[config.mk]
export PLATFORM = sky130hd
export DESIGN_NAME = uart_tx_queue
export DESIGN_NICKNAME = d
export VERILOG_FILES = /design/src/rtl/uart_tx_queue.sv
export SDC_FILE = /design/constraint.sdc
export NUM_CORES = 1
export LEC_CHECK = 0
export ABC_CLOCK_PERIOD_IN_PS = 8900
export CAP_MARGIN = 20
export CORE_ASPECT_RATIO = 1.2
export CORE_MARGIN = 2
export CORE_UTILIZATION = 40
export DETAILED_ROUTE_END_ITERATION = 10
export PLACE_DENSITY = 0.54
export SYNTH_ARGS = -nofsm -noshare
export SYNTH_HDL_FRONTEND = slang
export SYNTH_SLANG_ARGS = --single-unit
export TNS_END_PERCENT = 1
[constraint.sdc]
create_clock -name clk -period 8.9 [get_ports clk]
set_input_delay 1.335 -clock clk [delete_from_list [all_inputs] [get_ports clk]]
set_output_delay 1.335 -clock clk [all_outputs]
set_load 0.005 [all_outputs]
[src/rtl/uart_tx_queue.sv]
// rtl/uart_tx_queue.sv - 9-bit word FIFO feeding a UART transmitter through a launch handshake FSM.
// Optional flush port and logic are built only when UART_TXQ_FLUSH_EN is defined.
module uart_tx_queue #(
    parameter int DEPTH = 16
) (
    input  logic                     clk,
    input  logic                     rst,
    input  logic                     wr_valid,
    input  logic [8:0]               wr_data,
    output logic                     wr_ready,
    output logic [$clog2(DEPTH):0]   level,
    input  logic                     uart_ready,
    input  logic                     uart_busy,
    output logic                     uart_start,
    output logic [8:0]               uart_data
`ifdef UART_TXQ_FLUSH_EN
    ,
    input  logic                     flush
`endif
);

    localparam int AW = $clog2(DEPTH);
    localparam logic [AW:0] FULL_LEVEL = (AW+1)'(DEPTH);
    localparam logic [AW:0] PTR_ONE    = (AW+1)'(1);

    typedef enum logic [1:0] {
        IDLE,
        WAIT_BUSY,
        WAIT_DONE
    } state_t;

    state_t      state_q, state_d;
    logic [AW:0] wr_ptr_q, wr_ptr_d;
    logic [AW:0] rd_ptr_q, rd_ptr_d;
    logic [8:0]  uart_data_q, uart_data_d;
    logic        uart_start_q, uart_start_d;
    logic [8:0]  mem_q [DEPTH];
    logic        wr_fire;
    logic        launch;

    // Pointers carry one extra bit so full (DEPTH) and empty (0) differ.
    assign level = wr_ptr_q - rd_ptr_q;

`ifdef UART_TXQ_FLUSH_EN
    assign wr_ready = (level != FULL_LEVEL) && !flush;
`else
    assign wr_ready = (level != FULL_LEVEL);
`endif

    assign wr_fire    = wr_valid && wr_ready;
    assign uart_start = uart_start_q;
    assign uart_data  = uart_data_q;

    always_comb begin
        state_d      = state_q;
        wr_ptr_d     = wr_fire ? (wr_ptr_q + PTR_ONE) : wr_ptr_q;
        rd_ptr_d     = rd_ptr_q;
        uart_data_d  = uart_data_q;
        uart_start_d = 1'b0;
        launch       = 1'b0;

        case (state_q)
            IDLE: begin
`ifdef UART_TXQ_FLUSH_EN
                launch = (level != '0) && uart_ready && !flush;
`else
                launch = (level != '0) && uart_ready;
`endif
                if (launch) begin
                    uart_data_d  = mem_q[rd_ptr_q[AW-1:0]];
                    uart_start_d = 1'b1;
                    rd_ptr_d     = rd_ptr_q + PTR_ONE;
                    state_d      = WAIT_BUSY;
                end
            end
            WAIT_BUSY: begin
                if (uart_busy) begin
                    state_d = WAIT_DONE;
                end
            end
            WAIT_DONE: begin
                if (uart_ready && !uart_busy) begin
                    state_d = IDLE;
                end
            end
            default: begin
                state_d = IDLE;
            end
        endcase

`ifdef UART_TXQ_FLUSH_EN
        // Flush empties the queue but leaves an already launched frame to finish.
        if (flush) begin
            rd_ptr_d = wr_ptr_q;
        end
`endif
    end

    always_ff @(posedge clk or posedge rst) begin
        if (rst) begin
            state_q      <= IDLE;
            wr_ptr_q     <= '0;
            rd_ptr_q     <= '0;
            uart_data_q  <= 9'h000;
            uart_start_q <= 1'b0;
        end else begin
            state_q      <= state_d;
            wr_ptr_q     <= wr_ptr_d;
            rd_ptr_q     <= rd_ptr_d;
            uart_data_q  <= uart_data_d;
            uart_start_q <= uart_start_d;
        end
    end

    // Storage needs no reset: entries are only read between the pointers.
    always_ff @(posedge clk) begin
        if (wr_fire) begin
            mem_q[wr_ptr_q[AW-1:0]] <= wr_data;
        end
    end

endmodule

==> results of run 1 <==
[kinds of logic (layout without fill, tap and decap cells)]
kind of cell	after synthesis	in the layout	synth area share
DFF	166	166	0.728
and+or+nand+nor	55	55	0.0462
muxes	47	47	0.144
AOI/OAI and AO/OA	28	28	0.0325
buffers and inverters	21	75	0.0150
xor gates and xnor gates	11	11	0.0144
adders and majority gates	10	10	0.0198
[critical path, cell delays in order (launching register included)]
cell and delay [ns]:
dfrtp_2 0.34, buf_4 0.62, ha_1 0.30, inv_1 0.06, fa_1 0.40, xor2_1 0.16
or3_1 0.38, a2111oi_4 0.51, inv_1 0.07, clkdlybuf4s50_1 0.45
[cell type report]
| class | count | area share |
|---|---|---|
| Clock inverter | 15 | 0.0169 |
| Sequential cell | 166 | 0.627 |
| Timing Repair Buffer | 32 | 0.0407 |
| Inverter | 11 | 0.00531 |
| Multi-Input combinational cell | 151 | 0.222 |
| Tap cell | 212 | 0.0341 |
| Clock buffer | 17 | 0.0547 |
[sequential cells by signal, summed over array words and instances, names as in the netlist]
register / count
rd_ptr_q: 5
uart_start: 1
state_q: 2
mem_q: 144
wr_ptr_q: 5
uart_data: 9
[power breakdown]
part | leakage [nW] | internal [mW] | total, mW | switching [mW]
Combinational | 0.865 | 0.456 | 0.924 | 0.468
Clock | 0.259 | 0.385 | 0.690 | 0.305
Sequential | 1.57 | 0.971 | 1.03 | 0.0601
Total | 2.69 | 1.81 | 2.65 | 0.833
[Yosys cell counts (2+ instances only)]
master / number
nand2_1: 10
dfrtp_1: 22
mux4_2: 36
mux2_4: 8
a22oi_1: 18
nand3b_1: 2
nand3_1: 3
nor2_1: 8
clkbuf_1: 5
and3_1: 18
xnor2_1: 6
inv_1: 11
a21oi_1: 4
o21ai_0: 3
ha_1: 9
buf_2: 4
nor2b_1: 2
mux2_2: 3
xor2_1: 5
edfxtp_1: 144
nand4_1: 2
[per-stage QoR]
| stage | worst slack (ns) | hold slack [ns] |
|---|---|---|
| floorplan | 4.95 | 0.429 |
| global route | 3.53 | 0.500 |
| global placement | 4.28 | 0.447 |
| finish | 3.82 | 0.471 |
| detailed placement | 4.19 | 0.467 |
| CTS | 3.73 | 0.469 |
[worst paths after layout]
path	from	endpoint	depth (start not counted)
max in group asynchronous	rst	rd_ptr_q[0]	2
worst min-delay path	state_q[1]	state_q[0]	1
min in group asynchronous	rst	rd_ptr_q[1]	2
worst min register to register	state_q[1]	state_q[0]	1
worst max-delay path	rd_ptr_q[0]	wr_ready	9
worst max register to register	rd_ptr_q[0]	mem_q[8][5]	9
[metal layers]
metal | routed length, µm | track usage | vias up
li1 | - | - | 1448
met4 | 306 | 0.0707 | 0
met5 | 0 | 0 | -
met1 | 6060 | 0.227 | 1684
met3 | 475 | 0.0364 | 19
met2 | 6330 | 0.238 | 68
==> metrics.txt, run 1 <==
antenna viol nets, final=0; post-layout min period=5.08 ns; pwr/cell area=340 mW/mm²; synthesized netlist cell count=338; Std-Cell Rows=51; htree depth=4; CTS Buffer Depth=2; Design Area, Final=0.00778 mm²; via/cell ratio=5.33; final cell count without fillers=604; router iterations before antenna repair=6; hold buffer count at CTS=0; fin. max-slew vios=0; Detailed Route WL=13200 µm; number of synthesized register bits=166; leak pwr=2.69 nW; first-pass GRT wire length=20400 µm; Yosys Warn Count=0; hold crit path type=reg2reg; commonest non-fill, non-tap cell in the layout=edfxtp_1; Post-synth EDFFs=144; core box area=0.0163 mm²; netlist area before placement=0.00670 mm²; CP endpoint kind=output pin; Reg clk slew, reported paths=0.06 ns; largest net degree at the start of global routing=41; Tcrit/Tclk final=0.571; DP Area=0.00722 mm²; Multi-input gate area=0.00173 mm²; die height=146 µm; Power Total=2.65 mW; Final Util=0.476; TritonCTS buffer count=17; Peak VDD IR=161 µV; CP required=7.57 ns; r2r setup slk=5.10 ns; ranking of synthesized cells by area=edfxtp_1, mux4_2, dfrtp_1; Crit Path Class=reg2out; gr usage total=0.160; CTS tree=built; Slew HR=0.356; DIE AREA=0.0178 mm²; most frequent cells in the layout=edfxtp_1, mux4_2, clkdlybuf4s50_1; root buffer cell=clkbuf_16; ys flop type=edfxtp_1; cell taking the most area after synthesis=edfxtp_1; layout cells sized above 1=0.224; initial antenna violation count=0; top-area cell type share of the netlist area=0.646; fill count=1401; IO Pins=30; sequential element share of the synthesized area=0.728; Initial Util=0.410; Fmax achieved=0.197 GHz; final hold vios=0; Sequential Area=0.00488 mm²; worst slew pin tran=0.962 ns; Diodes inserted=0; hpwl dp=8340 µm; RSZ-0062 raised after global routing=false; Setup Fix Bufs, Post-CTS=0; Mapped Nets=362; RD Place Congestion=0.740; Vias=3219; placed insts=572; Worst EP arrival=3.75 ns; status=finished, final reports clean; # port buffers=29; Mean Syn Cell Area=19.8 µm²; Layout area overhead=16.2%; setup_tns=0 ns; DR iter-0 viols=295; Nets=403; CTS sink cnt=166; die width=122 µm; # setup viols final=0; grt total ovfl=0; max-cap violations=0; Setup crit start kind=flop; clk_lat worst skew=0.42 ns; WL/cell=21.8 µm; crit path max fanout=40; vias in the first global route=3385; ys async rst share=0.133; post-synth cell types=36; Final Skew=0.00767 ns; # resized after CTS=0; number of remaining DRC errors=0
(Power assumes the default switching activity.)
==> run 2, diff against run 1 <==
ABC_CLOCK_PERIOD_IN_PS = 4700   (was 8900)
clock period = 4.7 ns   (was 8.9 ns; I/O delays follow)
==> metrics.txt, run 2 (synthesis results as in run 1) <==
status=finished, final reports clean; clk_lat worst skew=0.42 ns; Hold EP=state_q[0]; Crit Path Class=reg2out; r2r setup slk=1.44 ns; Reg clk slew, reported paths=0.06 ns; Vias=3224; Sequential Area=0.00488 mm²; CP required=3.99 ns; die height=146 µm; setup_tns=0 ns; die width=122 µm; core box area=0.0163 mm²; router iterations before antenna repair=4; post-layout min period=3.90 ns; Peak VDD IR=287 µV; vias in the first global route=3455; first-pass GRT wire length=20900 µm; crit path max fanout=5; initial antenna violation count=0; DIE AREA=0.0178 mm²; slack of the critical path=0.804 ns; Setup crit start kind=flop; Tcrit/Tclk final=0.829; CTS tree=built; leak pwr=2.71 nW; largest net degree at the start of global routing=40; hold-critical path depth=1; grt total ovfl=0; hold buffer count at CTS=0; Detailed Route WL=13400 µm; Multi-input gate area=0.00173 mm²; Initial Util=0.410; # port buffers=29; # resized after CTS=0; fill count=1404; worst r2r src=wr_ptr_q[0]; final hold vios=0; IO Pins=30; RSZ-0062 raised after global routing=false; DR iter-0 viols=204; root buffer cell=clkbuf_16; Fmax achieved=0.257 GHz; most frequent cells in the layout=edfxtp_1, mux4_2, clkdlybuf4s50_1; Layout area overhead=16.6%; max-cap violations=0; worst slew pin tran=0.984 ns; gr usage total=0.165; Diodes inserted=0; Slew HR=0.342; CTS Buffer Depth=2; CTS sink cnt=166; RD Place Congestion=0.758; Std-Cell Rows=51; commonest non-fill, non-tap cell in the layout=edfxtp_1; layout cells sized above 1=0.222; hpwl dp=8560 µm; WL/cell=22.3 µm; Largest register FFs=144; fin. max-slew vios=0; pre-CTS setup slack=1.23 ns; Final Skew=0.00819 ns; r2r worst-path depth=9; pwr/cell area=649 mW/mm²; antenna viol nets, final=0; hold crit path type=reg2reg; Setup Fix Bufs, Post-CTS=0; htree depth=4; number of remaining DRC errors=0; hold path startpoint=state_q[1]; Nets=403; TritonCTS buffer count=17; via/cell ratio=5.34; CP endpoint kind=output pin; capturing point of the worst reg2reg path=mem_q[13][1]; # setup viols final=0; Worst EP arrival=3.19 ns
## run 2: worst max path at each step
stage / from / end / slack, ns / depth (start not counted)
2_1_floorplan: rd_ptr_q[1] / mem_q[15][0] / 1.31 / 8
3_3_place_gp: wr_ptr_q[0] / wr_ready / 1.30 / 9
3_5_place_dp: wr_ptr_q[0] / wr_ready / 1.23 / 9
4_1_cts: wr_ptr_q[0] / wr_ready / 0.76 / 9
5_1_grt: wr_ptr_q[0] / wr_ready / 0.59 / 9
6_report: wr_ptr_q[0] / wr_ready / 0.80 / 9
## run 2: area by class of cell
| cell class | instances | share of cell area |
|---|---|---|
| tap | 212 | 0.0340 |
| clock buffer | 22 | 0.0594 |
| sequential | 166 | 0.624 |
| multi-input combinational | 151 | 0.221 |
| timing repair buffer | 32 | 0.0405 |
| inverter | 11 | 0.00529 |
| clock inverter | 10 | 0.0154 |
## run 2: worst max-delay path, stage by stage, from the launching register on
cell	delay (ns)
dfrtp_1	0.42
inv_1	0.15
ha_1	0.18
inv_1	0.06
fa_1	0.40
xor2_1	0.16
or3_1	0.37
a2111oi_4	0.50
inv_1	0.08
clkdlybuf4s50_1	0.45
## run 2: report_power, final
| group | internal, mW | switching (mW) | total, mW |
|---|---|---|---|
| Clock | 0.814 | 0.554 | 1.37 |
| Combinational | 0.864 | 0.883 | 1.75 |
| Sequential | 1.84 | 0.111 | 1.95 |
## run 2: per-stage QoR
stage | std cells | area [µm²] | hold slack (ns) | util | total power, mW
6_report | 604 | 7810 | 0.464 | 0.478 | 5.07
5_1_grt | 604 | 7810 | 0.495 | 0.478 | 5.35
4_1_cts | 604 | 7810 | 0.469 | 0.478 | 5.13
3_5_place_dp | 572 | 7220 | 0.462 | 0.442 | 3.76
3_3_place_gp | 571 | 7210 | 0.447 | 0.442 | 3.74
2_1_floorplan | 338 | 6700 | 0.429 | - | 3.14
## run 2: per-layer routing
metal	up-vias	part of all wire	track usage
met4	0	0.014	0.0626
met3	15	0.042	0.0388
met2	68	0.52	0.266
met5	-	0	0
met1	1689	0.43	0.218
li1	1452	-	-
==> run 3, diff against run 2 <==
ABC_CLOCK_PERIOD_IN_PS = 3300   (was 4700)
PLACE_DENSITY = 0.56   (was 0.54)
clock period = 3.3 ns   (was 4.7 ns; I/O delays follow)
==> metrics.txt, run 3 (synthesis results as in run 1) <==
hpwl dp=9060 µm; Largest register FFs=144; Worst EP arrival=2.73 ns; CTS tree=built; fin. max-slew vios=0; # setup viols final=0; max-cap violations=0; largest net degree at the start of global routing=40; grt total ovfl=0; initial antenna violation count=0; TritonCTS buffer count=17; setup_tns=0 ns; Slew HR=0.335; Reg clk slew, reported paths=0.06 ns; DR iter-0 viols=272; status=finished, final reports clean; Vias=3289; Fmax achieved=0.310 GHz; antenna viol nets, final=0; Crit Path Class=reg2out; vias in the first global route=3463; Std-Cell Rows=51; root buffer cell=clkbuf_16; Nets=415; final hold vios=0; core box area=0.0163 mm²; Tcrit/Tclk final=0.978; hold slack=0.479 ns; gr usage total=0.168; first-pass GRT wire length=21300 µm; commonest non-fill, non-tap cell in the layout=edfxtp_1; DIE AREA=0.0178 mm²; Setup crit start kind=flop; number of remaining DRC errors=0; pwr/cell area=934 mW/mm²; RSZ-0062 raised after global routing=true; Final Skew=0.00951 ns; CTS Buffer Depth=2; hold-critical path depth=1; hold crit path type=reg2reg; # port buffers=29; leak pwr=2.77 nW; hold buffer count at CTS=0; CTS sink cnt=166; die height=146 µm; r2r worst-path depth=11; Power Total=7.39 mW; Diodes inserted=0; clk_lat worst skew=0.43 ns; router iterations before antenna repair=7; Detailed Route WL=13700 µm; most frequent cells in the layout=edfxtp_1, mux4_2, clkdlybuf4s50_1; crit path max fanout=4; CP required=2.80 ns; Peak VDD IR=368 µV; WL/cell=22.2 µm; post-layout min period=3.23 ns; layout cells sized above 1=0.248; Initial Util=0.410; CP endpoint kind=output pin; Layout area overhead=18.2%; worst slew pin tran=0.993 ns; die width=122 µm; IO Pins=30; RD Place Congestion=0.786; via/cell ratio=5.34; htree depth=4
-- run 3: per-stage QoR --
stage	instance area [µm²]	utilization	instances	worst slack (ns)
after CTS	7900	0.484	616	0.00586
after detailed placement	7290	0.446	581	0.0290
after floorplan	6700	-	338	-0.0853
final	7910	0.484	616	0.0736
after global placement	7290	0.446	581	0.165
after global routing	7910	0.484	616	-0.0637
-- run 3: area by class of cell --
cell class	instances	area, µm²
fillers	1380	8420
flip-flops and latches	166	4880
multi-input cells	151	1740
clock buffers	20	437
repair buffers	44	403
well taps	212	265
clock inverters	12	151
inverters	11	41.3
-- run 3: worst paths after layout --
path                       slack [ns]         from           end
setup / recovery                 0.07  wr_ptr_q[0]      wr_ready
hold / removal                   0.48   state_q[1]    state_q[0]
setup reg to reg                 0.31  wr_ptr_q[0]  mem_q[14][8]
hold reg to reg                  0.48   state_q[1]    state_q[0]
max in group asynchronous        2.16          rst   rd_ptr_q[0]
min in group asynchronous        0.56          rst  uart_data[2]
-- run 3: report_power, final --
part	total [mW]	switching, mW	internal [mW]
combinational	2.66	1.34	1.32
clock	1.97	0.784	1.19
sequential	2.76	0.139	2.62
total	7.39	2.26	5.13
-- run 3: worst max-delay path, stage by stage, from the launching register on --
cell             delay [ns]
dfrtp_1                0.38
inv_2                  0.10
ha_1                   0.17
inv_1                  0.06
fa_2                   0.34
xor2_1                 0.17
or3_4                  0.36
a2111oi_4              0.22
inv_1                  0.08
clkdlybuf4s50_1        0.44
-- run 3: routing by layer --
metal  track usage  up-vias  wire, µm
li1              -     1467         -
met3        0.0423       17       518
met2         0.272       79      6870
met4        0.0603        0       330
met1         0.220     1726      5970
met5             0        -         0
-- run 3: repair_timing --
action | 4_1_cts | 5_1_grt
gates resized for setup | 2 | 2
buffers inserted | 3 | 0
setup endpoints to repair | 1 | 120
pin swaps | 1 | 0
hold endpoints to repair | 0 | 0
